--- config.mk ---
export PLATFORM = sky130hd
export DESIGN_NAME = poly_player_core_flat
export DESIGN_NICKNAME = d
export VERILOG_FILES = /design/src/rtl/poly_player_core_if.sv /design/src/rtl/poly_player_core.sv /design/src/flat_wrapper.sv
export SDC_FILE = /design/constraint.sdc
export NUM_CORES = 1
export LEC_CHECK = 0
export BUFFER_PORTS_ARGS = -buffer_cell sky130_fd_sc_hd__buf_2
export CAP_MARGIN = 20
export CORE_MARGIN = 3
export CORE_UTILIZATION = 60
export CTS_CLUSTER_SIZE = 10
export DETAILED_ROUTE_END_ITERATION = 8
export GPL_TIMING_DRIVEN = 0
export PLACE_DENSITY = 0.83
export SKIP_CTS_REPAIR_TIMING = 1
export SLEW_MARGIN = 20
export SYNTH_ARGS = -nofsm -noshare
export SYNTH_HDL_FRONTEND = slang
export SYNTH_SLANG_ARGS = --single-unit
--- constraint.sdc ---
create_clock -name clk -period 10.3 [get_ports clk]
set_clock_uncertainty 0.1 [all_clocks]
set_input_delay 1.03 -clock clk [delete_from_list [all_inputs] [get_ports clk]]
set_output_delay 1.03 -clock clk [all_outputs]
set_load 0.005 [all_outputs]
--- src/rtl/poly_player_core_if.sv ---
// poly_player_core_if: voice/codec-side bundle of the multi-voice player core.
//   new_frame            raw codec frame strobe (level)
//   voice_samples        packed signed voice samples, voice i at [i*SAMPLE_W +: SAMPLE_W]
//   voice_valid          per-voice latch strobe
//   voice_enable         per-voice mix mask
//   volume               arithmetic right shift applied to the mix sum
//   generate_next_sample one-cycle pulse per frame
//   new_sample_generated copy of generate_next_sample
//   sample_out           frame-synchronised mixed sample
//   clip                 sticky saturation flag
// The master modport is the note-player/codec side, the slave modport is the core.
interface poly_player_if #(
  parameter int NUM_VOICES = 4,
  parameter int SAMPLE_W   = 16,
  parameter int VOL_W      = 3
) ();
  logic                           new_frame;
  logic [NUM_VOICES*SAMPLE_W-1:0] voice_samples;
  logic [NUM_VOICES-1:0]          voice_valid;
  logic [NUM_VOICES-1:0]          voice_enable;
  logic [VOL_W-1:0]               volume;
  logic                           generate_next_sample;
  logic                           new_sample_generated;
  logic [SAMPLE_W-1:0]            sample_out;
  logic                           clip;

  modport master (
    output new_frame, voice_samples, voice_valid, voice_enable, volume,
    input  generate_next_sample, new_sample_generated, sample_out, clip
  );

  modport slave (
    input  new_frame, voice_samples, voice_valid, voice_enable, volume,
    output generate_next_sample, new_sample_generated, sample_out, clip
  );
endinterface

--- src/rtl/poly_player_core.sv ---
// poly_player_core: control-and-output core of the multi-voice music player.
//   clk, reset      single clock, synchronous active-low reset
//   play_button     one-cycle pulse, toggles play/pause
//   next_button     one-cycle pulse, advances to the next song
//   song_done       one-cycle pulse from song_reader at end of song
//   play            high while playing
//   reset_play      one-cycle pulse resetting song_reader
//   song            current song index
//   beat            one-cycle pulse every BEAT_COUNT played frames
//   play_led        ~play (active-low LED)
//   song_led        ~song (active-low LEDs)
//   bus             voice latch inputs, frame strobe, mixed sample output
module poly_player_core #(
  parameter int NUM_VOICES = 4,
  parameter int SAMPLE_W   = 16,
  parameter int NUM_SONGS  = 4,
  parameter int SONG_W     = 2,
  parameter int BEAT_COUNT = 1000,
  parameter int VOL_W      = 3
) (
  input  logic              clk,
  input  logic              reset,
  input  logic              play_button,
  input  logic              next_button,
  input  logic              song_done,
  output logic              play,
  output logic              reset_play,
  output logic [SONG_W-1:0] song,
  output logic              beat,
  output logic              play_led,
  output logic [SONG_W-1:0] song_led,
  poly_player_if.slave      bus
);

  localparam int SUM_W  = SAMPLE_W + $clog2(NUM_VOICES) + 1;
  localparam int BEAT_W = (BEAT_COUNT > 1) ? $clog2(BEAT_COUNT) : 1;

  typedef enum logic [1:0] {
    RESET_PLAYER = 2'd0,
    PAUSED       = 2'd1,
    PLAYING      = 2'd2,
    NEXT_SONG    = 2'd3
  } state_e;

  // Sign-extend one voice sample to the accumulator width.
  function automatic logic signed [SUM_W-1:0] sext(input logic signed [SAMPLE_W-1:0] v);
    return {{(SUM_W-SAMPLE_W){v[SAMPLE_W-1]}}, v};
  endfunction

  // True when the value does not fit in SAMPLE_W signed bits: the bits from
  // the output sign bit upwards are not all equal.
  function automatic logic overflows(input logic signed [SUM_W-1:0] v);
    logic [SUM_W-SAMPLE_W:0] top;
    top = v[SUM_W-1:SAMPLE_W-1];
    return !((&top) || !(|top));
  endfunction

  function automatic logic signed [SAMPLE_W-1:0] sat(input logic signed [SUM_W-1:0] v);
    if (!overflows(v))
      return $signed(v[SAMPLE_W-1:0]);
    else if (v[SUM_W-1])
      return $signed({1'b1, {(SAMPLE_W-1){1'b0}}});
    else
      return $signed({1'b0, {(SAMPLE_W-1){1'b1}}});
  endfunction

  state_e                      state_q, state_d;
  logic                        resume_q, resume_d;
  logic [SONG_W-1:0]           song_q, song_d;
  logic                        play_q, play_d;
  logic                        reset_play_q, reset_play_d;
  logic                        nf_q, nf_d;
  logic                        gns_q, gns_d;
  logic                        beat_q, beat_d;
  logic [BEAT_W-1:0]           beat_cnt_q, beat_cnt_d;
  logic signed [SAMPLE_W-1:0]  sample_q, sample_d;
  logic                        clip_q, clip_d;
  logic signed [SAMPLE_W-1:0]  held_q [NUM_VOICES];
  logic signed [SAMPLE_W-1:0]  held_d [NUM_VOICES];

  logic                        frame_edge;
  logic signed [SUM_W-1:0]     mix_sum;
  logic signed [SUM_W-1:0]     mix_shift;

  // Control FSM. play/reset_play are decoded from the current state and
  // registered, so they trail the state register by one cycle; this is what
  // makes the RESET_PLAYER cycle that follows power-on reset visible as a
  // reset_play pulse while keeping every pulse output low during reset.
  always_comb begin
    state_d  = state_q;
    resume_d = resume_q;
    song_d   = song_q;
    case (state_q)
      RESET_PLAYER: state_d = resume_q ? PLAYING : PAUSED;
      PAUSED: begin
        if (next_button) begin
          state_d  = NEXT_SONG;
          resume_d = 1'b0;
        end else if (play_button) begin
          state_d = PLAYING;
        end
      end
      PLAYING: begin
        if (next_button || song_done) begin
          state_d  = NEXT_SONG;
          resume_d = 1'b1;
        end else if (play_button) begin
          state_d = PAUSED;
        end
      end
      NEXT_SONG: begin
        song_d  = (song_q == SONG_W'(NUM_SONGS - 1)) ? '0 : song_q + SONG_W'(1);
        state_d = RESET_PLAYER;
      end
      default: state_d = RESET_PLAYER;
    endcase
    play_d       = (state_q == PLAYING);
    reset_play_d = (state_q == RESET_PLAYER);
  end

  // Voice latch: the mix reads the registered copies, so a strobe landing in
  // the frame-edge cycle only shows up in the following frame.
  always_comb begin
    for (int i = 0; i < NUM_VOICES; i++) begin
      held_d[i] = held_q[i];
      if (bus.voice_valid[i])
        held_d[i] = $signed(bus.voice_samples[i*SAMPLE_W +: SAMPLE_W]);
    end
  end

  // Mix: widened signed sum of enabled voices, volume shift, saturation.
  always_comb begin
    mix_sum = '0;
    for (int i = 0; i < NUM_VOICES; i++) begin
      if (bus.voice_enable[i])
        mix_sum = mix_sum + sext(held_q[i]);
    end
    mix_shift = mix_sum >>> bus.volume;
  end

  // Frame output and beat generation, registered at the end of the edge cycle.
  always_comb begin
    nf_d       = bus.new_frame;
    frame_edge = bus.new_frame & ~nf_q;
    gns_d      = frame_edge;
    sample_d   = sample_q;
    clip_d     = clip_q;
    beat_d     = 1'b0;
    beat_cnt_d = beat_cnt_q;
    if (frame_edge) begin
      sample_d = play_q ? sat(mix_shift) : '0;
      if (play_q && overflows(mix_shift))
        clip_d = 1'b1;
    end
    if (reset_play_q) begin
      beat_cnt_d = '0;
    end else if (frame_edge && play_q) begin
      if (beat_cnt_q == BEAT_W'(BEAT_COUNT - 1)) begin
        beat_cnt_d = '0;
        beat_d     = 1'b1;
      end else begin
        beat_cnt_d = beat_cnt_q + BEAT_W'(1);
      end
    end
  end

  always_ff @(posedge clk) begin
    if (!reset) begin
      state_q      <= RESET_PLAYER;
      resume_q     <= 1'b0;
      song_q       <= '0;
      play_q       <= 1'b0;
      reset_play_q <= 1'b0;
      nf_q         <= 1'b0;
      gns_q        <= 1'b0;
      beat_q       <= 1'b0;
      beat_cnt_q   <= '0;
      sample_q     <= '0;
      clip_q       <= 1'b0;
      for (int i = 0; i < NUM_VOICES; i++)
        held_q[i] <= '0;
    end else begin
      state_q      <= state_d;
      resume_q     <= resume_d;
      song_q       <= song_d;
      play_q       <= play_d;
      reset_play_q <= reset_play_d;
      nf_q         <= nf_d;
      gns_q        <= gns_d;
      beat_q       <= beat_d;
      beat_cnt_q   <= beat_cnt_d;
      sample_q     <= sample_d;
      clip_q       <= clip_d;
      for (int i = 0; i < NUM_VOICES; i++)
        held_q[i] <= held_d[i];
    end
  end

  assign play                     = play_q;
  assign reset_play               = reset_play_q;
  assign song                     = song_q;
  assign beat                     = beat_q;
  assign play_led                 = ~play_q;
  assign song_led                 = ~song_q;
  assign bus.generate_next_sample = gns_q;
  assign bus.new_sample_generated = gns_q;
  assign bus.sample_out           = sample_q;
  assign bus.clip                 = clip_q;

endmodule

--- src/flat_wrapper.sv ---
// flat-port wrapper written by rule: the top's interface ports become plain ports
module poly_player_core_flat 
#(
  parameter int NUM_VOICES = 4,
  parameter int SAMPLE_W   = 16,
  parameter int NUM_SONGS  = 4,
  parameter int SONG_W     = 2,
  parameter int BEAT_COUNT = 1000,
  parameter int VOL_W      = 3
)
  (clk, reset, play_button, next_button, song_done, play, reset_play, song, beat, play_led, song_led, bus_new_frame, bus_voice_samples, bus_voice_valid, bus_voice_enable, bus_volume, bus_generate_next_sample, bus_new_sample_generated, bus_sample_out, bus_clip);
  poly_player_if #(.NUM_VOICES(NUM_VOICES), .SAMPLE_W(SAMPLE_W), .VOL_W(VOL_W)) bus_i ();
  input  logic clk;
  input  logic reset;
  input  logic play_button;
  input  logic next_button;
  input  logic song_done;
  output logic play;
  output logic reset_play;
  output logic [SONG_W-1:0] song;
  output logic beat;
  output logic play_led;
  output logic [SONG_W-1:0] song_led;
  input wire logic [$bits(bus_i.new_frame)-1:0] bus_new_frame;
  input wire logic [$bits(bus_i.voice_samples)-1:0] bus_voice_samples;
  input wire logic [$bits(bus_i.voice_valid)-1:0] bus_voice_valid;
  input wire logic [$bits(bus_i.voice_enable)-1:0] bus_voice_enable;
  input wire logic [$bits(bus_i.volume)-1:0] bus_volume;
  output wire logic [$bits(bus_i.generate_next_sample)-1:0] bus_generate_next_sample;
  output wire logic [$bits(bus_i.new_sample_generated)-1:0] bus_new_sample_generated;
  output wire logic [$bits(bus_i.sample_out)-1:0] bus_sample_out;
  output wire logic [$bits(bus_i.clip)-1:0] bus_clip;
  assign bus_i.new_frame = bus_new_frame;
  assign bus_i.voice_samples = bus_voice_samples;
  assign bus_i.voice_valid = bus_voice_valid;
  assign bus_i.voice_enable = bus_voice_enable;
  assign bus_i.volume = bus_volume;
  assign bus_generate_next_sample = bus_i.generate_next_sample;
  assign bus_new_sample_generated = bus_i.new_sample_generated;
  assign bus_sample_out = bus_i.sample_out;
  assign bus_clip = bus_i.clip;
  poly_player_core #(.NUM_VOICES(NUM_VOICES), .SAMPLE_W(SAMPLE_W), .NUM_SONGS(NUM_SONGS), .SONG_W(SONG_W), .BEAT_COUNT(BEAT_COUNT), .VOL_W(VOL_W)) u_core (.clk(clk), .reset(reset), .play_button(play_button), .next_button(next_button), .song_done(song_done), .play(play), .reset_play(reset_play), .song(song), .beat(beat), .play_led(play_led), .song_led(song_led), .bus(bus_i));
endmodule
=== Yosys cells after proc, flatten, opt, wreduce, memory -nomap -nowiden ===
Memories as Yosys holds them, arrays and structs flattened.
Cells that the tools add are included.

* Register bits after elaboration: 37
* Memory bits (writable): 64
* Input bits: 81
* Output and inout port bits: 27
* Logic and storage cells: 81
* Memories: 1

* $add $sub $neg: 5
* Eq/ne operators: 9
* Shifts and indexed selects: 1
* Muxes and demuxes: 29
* Bitwise logic cells: 10
* Reduce and logical (&&, ||, !) cells: 15

{| class="wikitable"
|+ Memory list
! name !! words !! width !! rd ports !! clocked after memory_dff !! wr ports !! line !! RTL
|-
| u_core.held_q || 4 || 16 || 4 || 0 || 4 || poly_player_core.sv:78 || <nowiki>logic signed [SAMPLE_W-1:0] held_q [NUM_VOICES];</nowiki>
|}

{| class="wikitable"
|+ Operators with widths
! operator !! number
|-
| 16-bit 2-to-1 mux || 11
|-
| 19-bit 2-to-1 mux || 4
|-
| 19-bit by 16-bit adder with 19-bit output || 3
|-
| 19-bit by 3-bit >>> shifter with 19-bit output || 1
|-
| 2-bit 2-to-1 mux || 6
|-
| 10-bit by 1-bit adder with 10-bit output (second input constant) || 1
|-
| 10-bit equality test (second input constant) || 1
|-
| 10-bit 2-to-1 mux || 1
|-
| 2-bit case mux with 4 select lines || 1
|-
| 2-bit equality test (second input constant) || 3
|-
| 3-bit != test (second input constant) || 2
|-
| 1-bit 2-to-1 mux || 5
|-
| 2-bit != test (second input constant) || 2
|-
| 1-bit NOT || 4
|-
| 1-bit bitwise OR || 4
|-
| 2-bit AND reduction || 2
|-
| 4-bit AND reduction || 1
|-
| 4-bit OR reduction || 1
|-
| 3-bit AND reduction || 1
|-
| 3-bit OR reduction || 1
|-
| 2-bit by 1-bit adder with 2-bit output (second input constant) || 1
|-
| 2-bit by 1-bit equality test with 1-bit output (second input constant) || 1
|-
| 1-bit logical AND || 2
|-
| 1-bit zero test || 2
|-
| other kinds (7) || 8
|}

=== Longest topological paths before layout ===
* Depth in word-level cells: 14
* Depth in mapped cells: 34
* Gate-level depth less buffers: 31

=== Worst setup path after synthesis ===
OpenSTA, ideal clock, no wires.

* Kind: in2reg
* Start: input bus_voice_enable[0]
* End: register u_core.sample_q[8], in the netlist u_core.bus.sample_out[8]
* Library setup time: 0.117 ns
* Data arrival time: 7.638 ns
* Required time: 10.083 ns
* Slack: 2.445 ns
* Cell stages on the path: 30
* Path buffers: 2
* Path through: clkbuf_1 -> clkbuf_1 -> nand2_1 -> fa_1 -> nor2b_1 -> or4_4 -> nand3_1 -> xor2_1 -> nand2_1 -> xor2_1 -> ha_1 -> a21o_1 -> a31o_2 -> o211a_1 -> or4_1 -> o21ai_0 -> xnor2_1 -> mux2_2 -> ha_1 -> and4_1 -> and3_1 -> o2111ai_1 -> and3_1 -> xnor2_1 -> o221ai_1 -> o221ai_1 -> a211o_1 -> o211ai_4 -> a31oi_1 -> a22o_1

* Longest elaborated chain between the ends: 13
* Elaborated cells on any way between the ends: 15
* Those cells by class: 3 x add/sub; 1 x shift; 7 x mux; 4 x reduce/logical

{| class="wikitable"
|+ Ends and longest elaborated chain
! what !! line !! RTL
|-
| from (decl) || flat_wrapper.sv:27 || <nowiki>input wire logic [$bits(bus_i.voice_enable)-1:0] bus_voice_enable;</nowiki>
|-
| 19-bit 2-to-1 mux * || poly_player_core.sv:135 || <nowiki>if (bus.voice_enable[i])</nowiki>
|-
| 19-bit by 16-bit adder with 19-bit output || poly_player_core.sv:136 || <nowiki>mix_sum = mix_sum + sext(held_q[i]);</nowiki>
|-
| 19-bit 2-to-1 mux * || poly_player_core.sv:135 ||
|-
| 19-bit by 16-bit adder with 19-bit output || poly_player_core.sv:136 ||
|-
| 19-bit 2-to-1 mux * || poly_player_core.sv:135 ||
|-
| 19-bit by 16-bit adder with 19-bit output || poly_player_core.sv:136 ||
|-
| 19-bit 2-to-1 mux * || poly_player_core.sv:135 ||
|-
| 19-bit by 3-bit >>> shifter with 19-bit output * || poly_player_core.sv:138 || <nowiki>mix_shift = mix_sum >>> bus.volume;</nowiki>
|-
| 4-bit OR reduction || poly_player_core.sv:55 || <nowiki>return !((&top) || !(|top));</nowiki>
|-
| 1-bit zero test || poly_player_core.sv:55 ||
|-
| 1-bit logical OR || poly_player_core.sv:55 ||
|-
| 16-bit 2-to-1 mux * || poly_player_core.sv:59 || <nowiki>if (!overflows(v))</nowiki>
|-
| 16-bit 2-to-1 mux * || poly_player_core.sv:151 || <nowiki>sample_d = play_q ? sat(mix_shift) : '0;</nowiki>
|-
| to (signal assigned) || poly_player_core.sv:192 || <nowiki>sample_q <= sample_d;</nowiki>
|-
| to (decl) || poly_player_core.sv:76 || <nowiki>logic signed [SAMPLE_W-1:0] sample_q, sample_d;</nowiki>
|}

Every way passes the cells marked *; elsewhere a longest branch is shown, timed or not.
A chain may end at the register's enable or synchronous reset.

=== Worst setup path after layout ===
* Start: input bus_voice_enable[0]
* End: register u_core.sample_q[11], in the netlist u_core.bus.sample_out[11]

Same word-level chain as after synthesis.

==> metrics.txt <==
latest clock arrival within the worst-skew pair ~0.37 ns; status finished clean; RSZ-0062 raised after global routing no; endpoints failing hold 0; H-tree depth 3; setup TNS 0 ns; Reg2Reg Depth 30; slew margin rel. roughly 45%; CTS Root Cell clkbuf_16; total gr overflow 0; DRC violations left 0; asr flop ratio synth 0%; fin nets 1276; largest cells by area after synthesis dfxtp_1, mux2i_1, ha_1, nor2_1, nand2_1; final total power 1.164 mW; Finished Layout Cells 1323; max incr delay on CP roughly 0.66 ns; Synth-to-Final Area Change 12.47%; # rows 42; Starting DRT DRC Count slightly above 700; Synth Cell Area roughly 0.0083 sq mm; Hold Path Sink u_core.bus.sample_out[11]; die area around 0.015 sq mm; Sinks on Clock Net around 100; Critical Path AT 9.37 ns; chip height 123.5 um; fill count between 1000 and 1500; most frequent cells in the layout nor2_1, buf_2, dfxtp_1, nand2_1, mux2i_1; Routed WL 22620 um; hold_ws around 0.35 ns; Worst setup SP type input pin; largest net degree at the start of global routing 22; Worst Path Max Fanout 10; die width about 120 um; I/O Buffers between 90 and 100; FF-to-FF Start u_core.held_q[0][0]; fin crit share 89.47%; cell area after layout roughly 0.0093 sq mm; dpl hpwl roughly 17000 um; crit path capture type flop; max-slew violations 0; initial antenna violation count 0; setup violators final 0; Post-Synthesis Cells around 1000; CTS tree built; Layout Utilization between 60% and 70%; yosys warns 0; flops & latches, synth 101; Cell Area, Placed 0.009005 sq mm; Synth Area per Inst 8.032 sq um; reg2reg setup slack roughly 2.1 ns; clock buffer count from CTS 9; CTS max path bufs 2; drt pass-1 iters 5; GRT Resource Usage Total between 20 and 30%; VDD IR max 0.09535 mV; final worst setup slack ~1.1 ns; placed insts roughly 1300; global-route wire length before repair approximately 36000 um; antenna violation net count after detailed routing 0; EDFF count, synth 0; vias in the first global route ~7300; IO Count approximately 110; hold_sp u_core.bus.sample_out[11]; number of max-cap violations 0; crit path max-delay cell type a221oi_1; layout cell share with drive strength beyond 1 between 10% and 20%; number of diodes 0; post-synthesis sequential area ratio 24.39%; Crit Path Category in -> reg; hold path cells 2; Mapped Nets 1166; PD cells between 100 and 150 mW/mm^2; clock-pin slew on the worst setup and hold paths around 0.080 ns; Yosys cell types 90; commonest non-fill, non-tap cell in the layout nor2_1; Static Leak 4.219 nW; WL/cell ~17 um; Core Region between 0.01 and 0.015 sq mm; RePlAce Congestion between 1 and 1.5; vias per cell 6.234; vias after detailed routing 8248; Synth Flop Type dfxtp_1; worst flop-to-flop path endpoint u_core.bus.sample_out[11]; type of the worst min-delay path reg -> reg; initial core utilization about three fifths; post-synth top area cell dfxtp_1; Worst EP required 10.45 ns; Least-Margin Pin Slew roughly 0.83 ns; cell mode on critical path xnor2_1; Yosys top cell area share between 20% and 30%; Peak Freq between 0.1 and 0.15 GHz; Final Critical Period slightly above 9 ns; DP Worst Slack approximately 1.1 ns
cell families (layout without fill, tap and decap cells):
logic type | count (synthesis) | after routing | synth area share, %
simple gates | 354 | 354 | 19.89
compound gates | 272 | 272 | 23.85
mux | 105 | 105 | 13.24
flops | 101 | 101 | 24.39
buf+inv | 93 | 208 | 4.528
fa+ha+maj | 54 | 54 | 8.408
xor+xnor | 53 | 53 | 5.691
power breakdown:
part | internal [mW] | leakage (nW) | switching, mW
sequential | 0.409 | 0.828 | 0.0134
clock | 0.174 | 0.149 | 0.178
combinational | 0.157 | 3.24 | 0.232
synthesized netlist by cell type, types with 14 or more instances:
library cell / instances
a211oi_1: 17
a21o_1: 26
a21oi_1: 60
clkbuf_1: 46
dfxtp_1: 101
ha_1: 50
inv_1: 28
mux2_2: 19
mux2i_1: 83
nand2_1: 95
nand2b_1: 15
nand3_1: 18
nor2_1: 137
nor3_1: 14
o21ai_0: 41
xnor2_1: 32
xor2_1: 20
worst max-delay path by stage:
| stage | start | to | slack (ns) | depth (start not counted) |
|---|---|---|---|---|
| after CTS | bus_voice_enable[0] | u_core.bus.sample_out[11] | 1.35 | 31 |
| after global routing | bus_voice_enable[0] | u_core.bus.sample_out[11] | 0.66 | 31 |
| after global placement | bus_voice_enable[0] | u_core.bus.sample_out[11] | 1.15 | 31 |
| final | bus_voice_enable[0] | u_core.bus.sample_out[11] | 1.08 | 31 |
| after floorplan | bus_voice_enable[0] | u_core.bus.sample_out[8] | 2.45 | 30 |
| after detailed placement | bus_voice_enable[0] | u_core.bus.sample_out[7] | 1.07 | 31 |
per-layer routing:
| layer | vias to the layer above | share of wire (%) | wire, um | track usage (%) |
|---|---|---|---|---|
| li1 | 3967 | - | - | - |
| met1 | 3822 | 45 | 10110 | 41.57 |
| met2 | 395 | 44 | 10050 | 46.21 |
| met3 | 64 | 8.0 | 1819 | 5.535 |
| met4 | 0 | 2.8 | 644 | 10.38 |
| met5 | - | 0 | 0 | 0 |
layout make-up:
class	count	area, sq um	area share [%]
multi-input combinational	838	5892	63.20
sequential	101	2022	21.69
timing repair buffer	99	495.5	5.315
buffer	61	255.2	2.738
clock buffer	9	225.2	2.416
tap	176	220.2	2.362
inverter	32	120.1	1.288
clock inverter	7	92.59	0.9932
registers in the layout, summed over array words and instances (netlist names):
name and cells:
u_core.beat 1, u_core.beat_cnt_q 10, u_core.bus.clip 1, u_core.bus.generate_next_sample 1
u_core.bus.sample_out 16, u_core.held_q 64, u_core.nf_q 1, u_core.play 1
u_core.reset_play 1, u_core.resume_q 1, u_core.song 2, u_core.state_q 2
critical path, delay by kind of cell:
kind	cells	cell delay, ns
buffers and inverters	5	1.08
adders and majority gates	3	1.30
AOI/OAI and AO/OA	9	2.75
xor gates and xnor gates	3	0.83
and+or+nand+nor	11	2.36
Note: power is estimated with default switching activity, not from simulation.
